[src/rtl/alu_exec.sv]
`default_nettype none
// ============================================================================
// Module   : alu_exec
// Purpose  : Single-lane ALU execution unit between a reservation-station slot
//            and the CDB arbiter; one-cycle ops plus a 32-step shift-add MUL.
// Revision : 1.0
// ============================================================================
module alu_exec #(
   parameter int TAG_W    = 4,
   parameter int UNLOCKED = 0,
   parameter int OP_W     = 4,
   parameter int RA_W     = 5
) (
   input  logic             clk,
   input  logic             rst,
   input  logic             rdy,
   input  logic             in_busy,
   input  logic [OP_W-1:0]  in_op,
   input  logic [TAG_W-1:0] in_tagx,
   input  logic [TAG_W-1:0] in_tagy,
   input  logic [TAG_W-1:0] in_tagw,
   input  logic [31:0]      in_datax,
   input  logic [31:0]      in_datay,
   input  logic [RA_W-1:0]  in_target,
   input  logic             cdb_grant,
   output logic             cdb_req,
   output logic             busy_out,
   output logic [TAG_W-1:0] tag_out,
   output logic [31:0]      data_out,
   output logic [RA_W-1:0]  target_out
);

   typedef enum logic [2:0] {
      S_IDLE   = 3'd0,
      S_MUL    = 3'd1,
      S_RESULT = 3'd2,
      S_BCAST  = 3'd3,
      S_DRAIN  = 3'd4
   } state_t;

   localparam logic [TAG_W-1:0] c_UNLOCKED = TAG_W'(UNLOCKED);

   state_t           r_state,   w_state_nxt;
   logic [TAG_W-1:0] r_tag,     w_tag_nxt;
   logic [RA_W-1:0]  r_target,  w_target_nxt;
   logic [31:0]      r_result,  w_result_nxt;
   logic [31:0]      r_mcand,   w_mcand_nxt;
   logic [31:0]      r_mplier,  w_mplier_nxt;
   logic [31:0]      r_acc,     w_acc_nxt;
   logic [4:0]       r_cnt,     w_cnt_nxt;

   logic             r_cdb_req,  w_cdb_req_nxt;
   logic             r_busy,     w_busy_nxt;
   logic [TAG_W-1:0] r_tag_out,  w_tag_out_nxt;
   logic [31:0]      r_data_out, w_data_out_nxt;
   logic [RA_W-1:0]  r_tgt_out,  w_tgt_out_nxt;

   logic             w_issue;
   logic             w_is_mul;
   logic [4:0]       w_shamt;
   logic [31:0]      w_alu;
   logic [31:0]      w_mul_step;

   assign w_issue    = in_busy && (in_tagx == c_UNLOCKED) && (in_tagy == c_UNLOCKED)
                       && (r_state == S_IDLE);
   assign w_is_mul   = (in_op == OP_W'(10));
   assign w_shamt    = in_datay[4:0];
   assign w_mul_step = r_acc + (r_mplier[0] ? r_mcand : 32'd0);

   // Reserved opcodes (and MUL, which never takes this path) fall back to ADD.
   always_comb begin
      w_alu = in_datax + in_datay;
      case (in_op)
         OP_W'(1): w_alu = in_datax - in_datay;
         OP_W'(2): w_alu = in_datax & in_datay;
         OP_W'(3): w_alu = in_datax | in_datay;
         OP_W'(4): w_alu = in_datax ^ in_datay;
         OP_W'(5): w_alu = in_datax << w_shamt;
         OP_W'(6): w_alu = in_datax >> w_shamt;
         OP_W'(7): w_alu = $signed(in_datax) >>> w_shamt;
         OP_W'(8): w_alu = {31'd0, $signed(in_datax) < $signed(in_datay)};
         OP_W'(9): w_alu = {31'd0, in_datax < in_datay};
         default:  w_alu = in_datax + in_datay;
      endcase
   end

   always_comb begin
      w_state_nxt  = r_state;
      w_tag_nxt    = r_tag;
      w_target_nxt = r_target;
      w_result_nxt = r_result;
      w_mcand_nxt  = r_mcand;
      w_mplier_nxt = r_mplier;
      w_acc_nxt    = r_acc;
      w_cnt_nxt    = r_cnt;
      case (r_state)
         S_IDLE: begin
            if (w_issue) begin
               w_tag_nxt    = in_tagw;
               w_target_nxt = in_target;
               if (w_is_mul) begin
                  w_mcand_nxt  = in_datax;
                  w_mplier_nxt = in_datay;
                  w_acc_nxt    = 32'd0;
                  w_cnt_nxt    = 5'd0;
                  w_state_nxt  = S_MUL;
               end else begin
                  w_result_nxt = w_alu;
                  w_state_nxt  = S_RESULT;
               end
            end
         end
         S_MUL: begin
            w_acc_nxt    = w_mul_step;
            w_mcand_nxt  = r_mcand << 1;
            w_mplier_nxt = r_mplier >> 1;
            w_cnt_nxt    = r_cnt + 5'd1;
            if (r_cnt == 5'd31) begin
               w_result_nxt = w_mul_step;
               w_state_nxt  = S_RESULT;
            end
         end
         S_RESULT: begin
            if (cdb_grant) w_state_nxt = S_BCAST;
         end
         S_BCAST: w_state_nxt = S_DRAIN;
         S_DRAIN: w_state_nxt = S_IDLE;
         default: w_state_nxt = S_IDLE;
      endcase
   end

   // Outputs are decoded from the next state so they stay fully registered.
   always_comb begin
      w_busy_nxt     = (w_state_nxt == S_MUL) || (w_state_nxt == S_RESULT);
      w_cdb_req_nxt  = (w_state_nxt == S_RESULT);
      w_tag_out_nxt  = c_UNLOCKED;
      w_data_out_nxt = 32'd0;
      w_tgt_out_nxt  = '0;
      if (w_state_nxt == S_BCAST) begin
         w_tag_out_nxt  = w_tag_nxt;
         w_data_out_nxt = w_result_nxt;
         w_tgt_out_nxt  = w_target_nxt;
      end
   end

   always_ff @(posedge clk or negedge rst) begin
      if (!rst) begin
         r_state    <= S_IDLE;
         r_tag      <= c_UNLOCKED;
         r_target   <= '0;
         r_result   <= 32'd0;
         r_mcand    <= 32'd0;
         r_mplier   <= 32'd0;
         r_acc      <= 32'd0;
         r_cnt      <= 5'd0;
         r_cdb_req  <= 1'b0;
         r_busy     <= 1'b0;
         r_tag_out  <= c_UNLOCKED;
         r_data_out <= 32'd0;
         r_tgt_out  <= '0;
      end else if (rdy) begin
         r_state    <= w_state_nxt;
         r_tag      <= w_tag_nxt;
         r_target   <= w_target_nxt;
         r_result   <= w_result_nxt;
         r_mcand    <= w_mcand_nxt;
         r_mplier   <= w_mplier_nxt;
         r_acc      <= w_acc_nxt;
         r_cnt      <= w_cnt_nxt;
         r_cdb_req  <= w_cdb_req_nxt;
         r_busy     <= w_busy_nxt;
         r_tag_out  <= w_tag_out_nxt;
         r_data_out <= w_data_out_nxt;
         r_tgt_out  <= w_tgt_out_nxt;
      end
   end

   assign cdb_req    = r_cdb_req;
   assign busy_out   = r_busy;
   assign tag_out    = r_tag_out;
   assign data_out   = r_data_out;
   assign target_out = r_tgt_out;

endmodule
`default_nettype wire

[config.mk]
export PLATFORM = sky130hd
export DESIGN_NAME = alu_exec
export DESIGN_NICKNAME = d
export VERILOG_FILES = /design/src/rtl/alu_exec.sv
export SDC_FILE = /design/constraint.sdc
export NUM_CORES = 1
export LEC_CHECK = 0
export BUFFER_PORTS_ARGS = -buffer_cell sky130_fd_sc_hd__buf_4
export CAP_MARGIN = 20
export CELL_PAD_IN_SITES_DETAIL_PLACEMENT = 0
export CELL_PAD_IN_SITES_GLOBAL_PLACEMENT = 1
export CORE_MARGIN = 4
export CORE_UTILIZATION = 28
export DETAILED_ROUTE_END_ITERATION = 8
export PLACE_DENSITY_LB_ADDON = 0.15
export SETUP_SLACK_MARGIN = 0.02
export SLEW_MARGIN = 10
export SYNTH_ARGS = -nofsm -noshare
export SYNTH_HDL_FRONTEND = slang
export SYNTH_SLANG_ARGS = --single-unit
[constraint.sdc]
create_clock -name clk -period 3.5 [get_ports clk]
set_input_delay 0.35 -clock clk [delete_from_list [all_inputs] [get_ports clk]]
set_output_delay 0.35 -clock clk [all_outputs]
set_load 0.02 [all_outputs]
==> results.yml <==
setup_path:
  worstPathRequired_ps: 3870
  startpoint: "r_mplier[0]"
  crit_slowest_cell: "dfrtp_1"
  crit_path_max_fanout: 3
  critPathLaunchType: "flip-flop"
  critPathMaxStageDelay_ps: 400
  r2r-start: "r_mplier[0]"
  arrival_ps: 3690
  ff2ff_setup_slack_ps: 180
  cp_common_cell: "a211oi_2"
  critPathKind: "reg2reg"
  endpoint_kind: "flip-flop"
  path_cells: "and2_1 -> ha_1 -> fa_2 -> a211oi_2 -> o21ai_2 -> a32o_1 -> a211oi_2 -> buf_4 -> o21bai_2 -> a21oi_2 -> o41ai_2 -> xor2_1 -> a31o_1 -> a221o_1"
synthesis:
  async_flop_share_pct: 100.0
  synthSimpleGateAreaFrac_pct: 14.69
  synth_top_family_by_area: "compound AO/OA/AOI/OAI gates"
  syn-num-nets: 2476
  synth_compound_area_share_pct: 31.21
  synth_mux_area_share_pct: 8.175
  syn_avg_cell_area_um2: 8.172
  ys_types: 96
  synth-edff-count: 0
  synthXorXnorAreaFrac_pct: 3.513
  synthFlopType: "dfrtp_1"
  syn-instance-count: 2253
  syn_area_um2: 18410
  synth_warnings: 0
  synth-seq-cells: 188
  yosys.area_share.adder_pct: 9.161
  seq_area_frac_synth_pct: 25.55
clock_tree:
  clk_path_buf_depth: 2
  htreeDepth: 4
  cts_sinks: 188
  clkTransAtPathRegs_ps: 80
  clkLatencyLatePin_ps: 490
  cts_tree: "done"
  cts_made_buffers: 17
  clockRootBuffer: "clkbuf_16"
final_layout:
  fill_cells: 6830
  drive_gt1_share_pct: 22.83
  final_cells: 3414
  multiInputGateArea_um2: 12450
  nNetsFinal: 2768
  regArea_um2: 4705
  syn_to_final_growth_pct: 24.51
sta:
  fin_tns_setup_ps: 0
  slew-limit-headroom_pct: 35.96
  tightest_slew_ps: 957.0
  fmax_ghz: 0.3010
  finalHoldViolations: 0
  fin_crit_sh_pct: 94.91
  setup_viol_count_final: 0
  slew_violations: 0
  rsz0062_at_grt: "yes"
  clock_skew_ps: 19.61
  finalCriticalPeriod_ps: 3322
pwr:
  power_density_nw_per_um2: 318.5
  pwr-share-clk_pct: 28.1
  seq_power_share_pct: 33.1
  pwr-share-comb_pct: 38.8
  switching_share_pct: 40.88
  internal_power_w: 0.004317
  total_power_w: 0.007302
  p_leak_nw: 10.92
  switching_power_w: 0.002985
  vdd_drop_max_uv: 366.8
placed_design:
  gp_congestion: 0.9513
  dp_hpwl_um: 73360
  port_buffers: 132
  dp.cells: 3377
route:
  finalWirelength_um: 92530
  drtPass1Iterations: 9
  avgViaCountPerCell: 5.748
  vias: 19624
  post_drt_wl_per_cell_um: 27.10
  post-route-drc-count: 10
  first_iter_violations: 2121
  final_antenna_net_count: 0
floorplan:
  die_area_um2: 69920
  start_util_pct: 28.41
  row_count: 93
  core_area_um2: 64810
  die_x_um: 264.4
  pin_count: 133
  die_height_um: 264.4
status:
  outcome: "complete, but fails checks"
  violations: "design-rule violations"
global_routing:
  gr-total-overflow: 0
  gr-usage-all-layers_pct: 25.50
  grt_max_degree: 96
  grt_antenna_before_repair: 3
  grt_pass1_vias: 19389
  grt_pass1_wl_um: 134700
hold_path:
  hold_class: "in2reg"
  min_from: "in_datay[25]"
run:
  drv_cap: 0
-- metal layers --
metal / track usage [%] / vias to the layer above / share of wire (%)
li1: - / 8965 / -
met1: 36.94 / 9805 / 46
met2: 40.66 / 752 / 45
met3: 2.599 / 102 / 5.7
met4: 6.753 / 0 / 2.6
met5: 0 / - / 0
-- cells in the final DEF (no fill, tap or decap), types with 22 or more instances in the layout --
master      n
a211oi_1   38
a21o_1     36
a21oi_1   186
a222oi_1   65
a22o_1     35
a22oi_1    28
a31oi_1    22
and2_1     41
buf_4     438
dfrtp_1   188
ha_1      128
inv_1     177
mux2i_1    57
mux4_2     32
nand2_1   144
nand3_1    29
nor2_1    232
nor3_1     39
o211ai_1   44
o21ai_0   120
xnor2_1    45
xor2_1     26
-- state kept, by name (all words and copies together) (netlist names) --
| signal | cells |
|---|---|
| r_tag | 4 |
| tag_out | 4 |
| r_acc | 32 |
| data_out | 32 |
| cdb_req | 1 |
| r_mcand | 32 |
| r_mplier | 32 |
| r_cnt | 5 |
| target_out | 5 |
| r_state | 3 |
| r_target | 5 |
| r_result | 32 |
| busy_out | 1 |
-- metrics by stage --
stage / worst slack (ps) / util, % / hold slack, ps / instance area (um2)
finish: 178.1 / 35.37 / 100.3 / 22920
global route: -21.60 / 35.37 / 72.10 / 22920
CTS: 5.238 / 35.21 / 63.72 / 22820
detailed placement: -188.1 / 34.21 / 471.7 / 22170
global placement: -185.8 / 34.21 / 471.2 / 22170
floorplan: 36.51 / - / 54.41 / 18430
-- power groups by stage --
stage	registers [W]	clock network (W)	logic (W)
after floorplan	0.00241	0	0.00152
after global placement	0.00245	0	0.00280
after detailed placement	0.00245	0	0.00279
after CTS	0.00241	0.00211	0.00280
after global routing	0.00243	0.00219	0.00304
final	0.00242	0.00206	0.00283
-- repair_timing --
item / in CTS / in global routing
setup buffers: 0 / 3
pin swaps: 0 / 9
gates resized for setup: 4 / 15
hold buffers: 1 / 0
setup endpoints to repair: 6 / 20
hold endpoints to repair: 30 / 0
-- worst paths after layout --
kind	end	cells past startpoint
max reg2reg	r_result[30]	14
min in group asynchronous	r_acc[4]	2
max	r_result[30]	14
min	r_mplier[25]	3
max in group asynchronous	r_acc[18]	3
min reg2reg	data_out[5]	1
-- cells in the mapped netlist (all sizes together) (35+ instances only) --
library cell / instances / area share [%]
a222oi: 65 / 3.5
xnor2: 47 / 2.3
ha: 130 / 8.8
o211ai: 44 / 1.8
inv: 178 / 3.6
and2: 43 / 1.5
o21ai: 138 / 3.8
nand2: 145 / 3.0
nor2: 233 / 4.8
dfrtp: 188 / 26
a22o: 35 / 1.7
buf: 63 / 1.8
a21o: 36 / 1.5
a211oi: 43 / 1.8
a21oi: 190 / 5.2
clkbuf: 110 / 2.3
mux2i: 57 / 3.1
nor3: 45 / 1.3
-- worst max-delay path, delay by kind of cell (launching register included) --
kind | cells | cell delay (ps)
xor gates and xnor gates | 1 | 160
DFF | 1 | 400
adders and majority gates | 2 | 570
AOI/OAI and AO/OA | 9 | 1790
and+or+nand+nor | 1 | 150
buffers and inverters | 1 | 150
-- kinds of logic after synthesis --
group | Yosys count
multiplexers | 108
adder cells (fa/ha/maj) | 133
flip-flops | 188
AO/OA/AOI/OAI | 811
buffers and inverters | 351
XOR/XNOR | 73
AND/OR/NAND/NOR | 589
-- final cells by class --
class | instances | share of cell area [%]
diodes | 1 | 0.01092
multi-input cells | 1714 | 54.30
clock buffers | 17 | 1.856
flip-flops and latches | 188 | 20.52
clock inverters | 15 | 0.7969
well taps | 855 | 4.667
inverters | 178 | 2.915
repair buffers | 446 | 14.93
(Power assumes the default switching activity.)
